File: config.mk
export PLATFORM = sky130hd
export DESIGN_NAME = mem_arbiter
export DESIGN_NICKNAME = d
export VERILOG_FILES = /design/src/rtl/mem_arbiter.sv
export SDC_FILE = /design/constraint.sdc
export NUM_CORES = 1
export LEC_CHECK = 0
export BUFFER_PORTS_ARGS = -buffer_cell sky130_fd_sc_hd__clkbuf_2
export CAP_MARGIN = 40
export CORE_AREA = 2 2 118 120
export DETAILED_ROUTE_END_ITERATION = 7
export DIE_AREA = 0 0 120 122
export GPL_TIMING_DRIVEN = 1
export PLACE_DENSITY = 0.62
export SYNTH_ARGS = -nofsm -noshare
export SYNTH_HDL_FRONTEND = slang
export SYNTH_SLANG_ARGS = --single-unit
File: constraint.sdc
create_clock -name clk -period 7.51 [get_ports clk]
set_input_delay 2.253 -clock clk [delete_from_list [all_inputs] [get_ports clk]]
set_output_delay 2.253 -clock clk [all_outputs]
set_load 0.01 [all_outputs]
File: src/rtl/mem_arbiter.sv
// mem_arbiter: shares one tagged memory port between the instruction-fetch (IF)
// and data-memory (DM) requesters. DM has fixed priority, and a starvation
// guard hands IF one cycle after it has lost STARVE_MAX cycles in a row.
// A per-tag owner table steers each returning load to the requester that issued it.
module mem_arbiter #(
    parameter int TAG_W      = 4,
    parameter int STARVE_MAX = 4,
    parameter int CNT_W      = 5
) (
    input  logic             clk,
    input  logic             rst,
    input  logic [3:0]       if_cmd,
    input  logic [31:0]      if_addr,
    output logic [TAG_W-1:0] if_response,
    output logic [31:0]      if_data,
    output logic [TAG_W-1:0] if_tag,
    input  logic [3:0]       dm_cmd,
    input  logic [31:0]      dm_addr,
    input  logic [31:0]      dm_din,
    output logic [TAG_W-1:0] dm_response,
    output logic [31:0]      dm_data,
    output logic [TAG_W-1:0] dm_tag,
    output logic [3:0]       proc2mem_command,
    output logic [31:0]      proc2mem_addr,
    output logic [31:0]      proc2mem_data,
    input  logic [TAG_W-1:0] mem2proc_response,
    input  logic [31:0]      mem2proc_data,
    input  logic [TAG_W-1:0] mem2proc_tag,
    output logic [CNT_W-1:0] if_outstanding,
    output logic [CNT_W-1:0] dm_outstanding,
    output logic             tag_err
);

    // Memory command encodings; any command other than NONE or LW is a store
    // and is forwarded but never recorded in the owner table.
    localparam logic [3:0] MEM_NONE = 4'd0;
    localparam logic [3:0] MEM_LW   = 4'd1;

    localparam int N_TAGS = 1 << TAG_W;
    localparam int SC_W   = $clog2(STARVE_MAX + 1);
    localparam logic [SC_W-1:0] STARVE_LIM = SC_W'(STARVE_MAX);

    // Owner encoding in the table: 0 = IF, 1 = DM.
    logic              if_req;
    logic              dm_req;
    logic              if_wins;
    logic              dm_wins;
    logic [SC_W-1:0]   starve_cnt;
    logic [N_TAGS-1:0] valid_q;
    logic [N_TAGS-1:0] owner_q;
    logic              alloc;
    logic              alloc_owner;
    logic              ret_hit;
    logic              ret_miss;
    logic              ret_owner;
    logic              if_inc;
    logic              if_dec;
    logic              dm_inc;
    logic              dm_dec;

    // Pick the winner: DM by default, IF when DM is idle or IF has starved long enough.
    always_comb begin
        if_req  = (if_cmd != MEM_NONE);
        dm_req  = (dm_cmd != MEM_NONE);
        if_wins = if_req && (!dm_req || (starve_cnt == STARVE_LIM));
        dm_wins = dm_req && !if_wins;
    end

    // Forward the winner's command and hand the memory's accept tag back to it only.
    always_comb begin
        proc2mem_command = MEM_NONE;
        proc2mem_addr    = '0;
        proc2mem_data    = '0;
        if_response      = '0;
        dm_response      = '0;
        if (if_wins) begin
            proc2mem_command = if_cmd;
            proc2mem_addr    = if_addr;
            if_response      = mem2proc_response;
        end else if (dm_wins) begin
            proc2mem_command = dm_cmd;
            proc2mem_addr    = dm_addr;
            proc2mem_data    = dm_din;
            dm_response      = mem2proc_response;
        end
        if (!rst) begin
            proc2mem_command = MEM_NONE;
        end
    end

    // Classify this cycle's allocation and return, and steer returning data to its owner.
    always_comb begin
        alloc       = (proc2mem_command == MEM_LW) && (mem2proc_response != '0);
        alloc_owner = dm_wins;
        ret_hit     = rst && (mem2proc_tag != '0) && valid_q[mem2proc_tag];
        ret_miss    = (mem2proc_tag != '0) && !valid_q[mem2proc_tag];
        ret_owner   = owner_q[mem2proc_tag];
        if_tag      = '0;
        dm_tag      = '0;
        if_data     = '0;
        dm_data     = '0;
        if (ret_hit && !ret_owner) begin
            if_tag  = mem2proc_tag;
            if_data = mem2proc_data;
        end
        if (ret_hit && ret_owner) begin
            dm_tag  = mem2proc_tag;
            dm_data = mem2proc_data;
        end
        if_inc = alloc && !alloc_owner;
        dm_inc = alloc && alloc_owner;
        if_dec = ret_hit && !ret_owner;
        dm_dec = ret_hit && ret_owner;
    end

    // Owner table: a return clears its entry first so a same-tag allocation overrides it.
    always_ff @(posedge clk or negedge rst) begin
        if (!rst) begin
            valid_q <= '0;
            owner_q <= '0;
        end else begin
            if (ret_hit) begin
                valid_q[mem2proc_tag] <= 1'b0;
            end
            if (alloc) begin
                valid_q[mem2proc_response] <= 1'b1;
                owner_q[mem2proc_response] <= alloc_owner;
            end
        end
    end

    // Sticky error flag for any return whose tag has no live owner.
    always_ff @(posedge clk or negedge rst) begin
        if (!rst) begin
            tag_err <= 1'b0;
        end else if (ret_miss) begin
            tag_err <= 1'b1;
        end
    end

    // Count consecutive IF cycles that requested but were not accepted.
    always_ff @(posedge clk or negedge rst) begin
        if (!rst) begin
            starve_cnt <= '0;
        end else if (if_req && (if_response == '0)) begin
            if (starve_cnt != STARVE_LIM) begin
                starve_cnt <= starve_cnt + 1'b1;
            end
        end else begin
            starve_cnt <= '0;
        end
    end

    // IF loads in flight, saturating at both ends.
    always_ff @(posedge clk or negedge rst) begin
        if (!rst) begin
            if_outstanding <= '0;
        end else if (if_inc && !if_dec && (if_outstanding != '1)) begin
            if_outstanding <= if_outstanding + 1'b1;
        end else if (if_dec && !if_inc && (if_outstanding != '0)) begin
            if_outstanding <= if_outstanding - 1'b1;
        end
    end

    // DM loads in flight, saturating at both ends.
    always_ff @(posedge clk or negedge rst) begin
        if (!rst) begin
            dm_outstanding <= '0;
        end else if (dm_inc && !dm_dec && (dm_outstanding != '1)) begin
            dm_outstanding <= dm_outstanding + 1'b1;
        end else if (dm_dec && !dm_inc && (dm_outstanding != '0)) begin
            dm_outstanding <= dm_outstanding - 1'b1;
        end
    end

endmodule

==> impl_metrics.ini <==
[worst_setup_path]
critPathSlowestCell = mux4_2
worstPathRequired_ns = 5.26
regToRegStartpoint = starve_cnt[0]
crit_cells = 8
crit_buf_inv = 3
crit_chain = clkbuf_2 -> mux2i_1 -> mux4_2 -> or3_1 -> a21oi_2 -> buf_4 -> and2_1 -> clkbuf_2
regToRegSetupSlack_ns = 3.42
r2r_cells = 13
r2r_end = if_outstanding[4]
cp_max_fo = 42
worstSetupStartpointType = primary input
path_class = primary input to output pin
end_kind = output pin
crit_family = buffers and inverters
worst_path_largest_cell_delay_ns = 0.53
cp.arrival_ns = 4.60
cpMostUsedCell = clkbuf_2

[placed_design]
place_area_um2 = 5663
placed_cells = 968
hpwl_um = 13720
dp_slack_ns = 0.6467
gp_congestion = 0.8400
numPortBuffers = 304

[synthesis]
synth_cell_types = 47
syn_inst = 513
syn_avg_cell_area_um2 = 7.756
synth_area_um2 = 3979
yosys_warnings = 0
synth-seq-cells = 46
synth_enable_flop_cells = 0
async_flop_share = 1.000
synth_nets = 671
synth_top_area_share = 0.2893
ys_top_cells_by_area = dfrtp_1 (29%), and2_1 (12%), nand2_1 (8.5%)
yosysTopAreaCell = dfrtp_1
ys_seq_area_frac = 0.2893
synth_ff_type = dfrtp_1

[power]
p_leak_nw = 3.350
switching_share = 0.4365
ir_worst_vdd_uv = 95.85
totalPowerFinal_mw = 1.337
combPwrFrac = 0.559
p_int_mw = 0.7536
p_seq_frac = 0.276
power.share.clock = 0.165
powerDensity_nw_per_um2 = 230.2
switchingPower_mw = 0.5838

[sta]
hold_violations = 0
rsz0062_at_grt = false
layout_min_cycle_time_ns = 6.853
drv_slew = 0
layout_setup_ws_ns = 0.6572
fin_skew_ns = 0.004763
fin_hold_ws_ns = 0.3908
fmax_mhz = 145.9
fin_crit_sh = 0.9125
worstMarginPinSlew_ns = 0.6255
fin_setup_tns_ns = 0
slew_headroom = 0.5830
setup_viol = 0

[cts]
cts_resized = 0
cts.htree.levels = 2
cts_tree = done
hold_buffers = 0
clk_pin_slew_ns = 0.07
cts_root_buf = clkbuf_16
clockBufferDepth = 2
cts_buffers = 5
clkLatencyLatePin_ns = 0.29
cts_post_setup_buffers_inserted = 0
cts_num_sinks = 46

[global_routing]
grt_max_degree = 72
grt_antenna_before_repair = 0
met1_usage = 0.2430
overflow = 0
first_global_vias = 4393
grtUsageMet2 = 0.4155
grt_usage = 0.2185
met3_usage = 0.04354
grt_pass1_wl_um = 24600
grt_most_used_layer = met2

[detailed_routing]
drtIter0Drc = 225
drtAntennaViolNets = 0
vias = 4711
dr.pass1.iters = 6
drc = 0
wl_per_cell_um = 16.91
avgViaCountPerCell = 4.827
finalWirelength_um = 16510

[floorplan]
die-area_um2 = 14640
die_x_um = 120
rows = 43
num_io_pins = 305
die_height_um = 122
core-area_um2 = 13500
start_util = 0.2946

[hold_path]
worstHoldPathCells = 0
hold_end = owner_q[0]
hold_start = owner_q[0]
hold_path.class = flip-flop to flip-flop

[cells_and_area]
fillers = 1439
design_area_um2 = 5809
syn2layout_area_growth_pct = 46.01
instances_no_fill = 976
finalNetCount = 953
final_util = 0.4302
final_layout_size_suffix_gt1_frac = 0.4472
antenna_cells = 0

[run_status]
status = finished clean

[run]
maxCapViolations = 0
[cell usage after synthesis, types with 3 or more instances]
cell type / count
nand2_1: 90
and2_1: 75
dfrtp_1: 46
nand3_1: 44
and3_1: 39
clkbuf_1: 33
o21ai_0: 23
nor2_1: 18
mux2_2: 13
inv_1: 12
mux2i_1: 11
a21oi_1: 10
ha_1: 10
or3_1: 9
nand2b_1: 7
mux4_2: 6
o31ai_1: 5
a21o_1: 4
buf_1: 4
nand4_1: 4
o2bb2ai_1: 4
nor3_1: 3
nor4_1: 3
o21a_1: 3
xnor2_1: 3
[cell families (layout without fill, tap and decap cells)]
family                   count (synthesis)  after routing  synth area share
AND/OR/NAND/NOR                        305            305            0.4085
AO/OA/AOI/OAI                           62             62            0.1006
flip-flops                              46             46            0.2893
buffers and inverters                   53            336           0.05063
adder cells (fa/ha/maj)                 12             12           0.04151
XOR/XNOR                                 5              5           0.01101
multiplexers                            30             30           0.09843
[registers in the layout, summed over array words and instances (netlist names)]
signal	flops
dm_outstanding	5
if_outstanding	5
owner_q	16
starve_cnt	3
tag_err	1
valid_q	16
[layout make-up]
class | count | area (um2) | share of cell area
Tap cell | 180 | 225.2 | 0.03877
Sequential cell | 46 | 1151 | 0.1981
Clock inverter | 3 | 21.27 | 0.003661
Multi-Input combinational cell | 414 | 2638 | 0.4540
Clock buffer | 5 | 125.1 | 0.02154
Timing Repair Buffer | 314 | 1597 | 0.2748
Inverter | 14 | 52.55 | 0.009046
[worst register-to-register path, delay by kind of cell (launching register included)]
family | cells | cell delay (ns)
fa+ha+maj | 2 | 0.46
simple gates | 4 | 1.67
buf+inv | 3 | 0.28
compound gates | 3 | 0.60
flops | 1 | 0.41
mux | 1 | 0.53
[power groups by stage]
| stage | clock, mW | sequential (mW) | combinational [mW] |
|---|---|---|---|
| after floorplan | 0 | 0.368 | 0.445 |
| after global placement | 0 | 0.370 | 0.750 |
| after detailed placement | 0 | 0.372 | 0.758 |
| after CTS | 0.229 | 0.368 | 0.761 |
| after global routing | 0.238 | 0.378 | 0.834 |
| final | 0.221 | 0.369 | 0.748 |
[worst max-delay path by stage]
stage	startpoint	to	slack [ns]
finish	mem2proc_tag[1]	if_data[3]	0.66
CTS	mem2proc_tag[1]	if_data[3]	0.64
detailed placement	mem2proc_tag[1]	if_data[3]	0.65
global placement	mem2proc_tag[1]	if_data[4]	0.68
global route	mem2proc_tag[1]	if_data[3]	0.48
floorplan	mem2proc_tag[1]	dm_data[10]	0.76
[metal layers]
metal | vias up | wire (um)
li1 | 2326 | -
met1 | 2151 | 6077
met2 | 221 | 8756
met3 | 13 | 1241
met4 | 0 | 430
met5 | - | 0
[cell usage in the layout (no fill, tap or decap), types with 2 or more instances in the layout]
| master | instances |
|---|---|
| inv_2 | 2 |
| inv_1 | 12 |
| nor2b_1 | 2 |
| o22ai_1 | 2 |
| nand4_1 | 4 |
| mux4_2 | 6 |
| buf_4 | 10 |
| o31ai_1 | 5 |
| nor2_1 | 17 |
| a221o_1 | 2 |
| xnor2_1 | 3 |
| ha_1 | 10 |
| clkbuf_2 | 304 |
| and3_1 | 39 |
| and2_1 | 75 |
| o21a_1 | 3 |
| o221a_2 | 2 |
| nand3_1 | 44 |
| or2_2 | 2 |
| a22oi_1 | 2 |
| nor4_1 | 3 |
| a21oi_1 | 9 |
| fa_1 | 2 |
| nand2b_1 | 7 |
| mux2i_1 | 11 |
| mux2_2 | 13 |
| dfrtp_1 | 46 |
| nand2_1 | 90 |
| o21ai_0 | 23 |
| nor3_1 | 3 |
| a21o_1 | 4 |
| o2bb2ai_1 | 4 |
| clkbuf_16 | 5 |
| nand3b_1 | 2 |
| xor2_1 | 2 |
| or3_1 | 9 |
(Power assumes the default switching activity.)
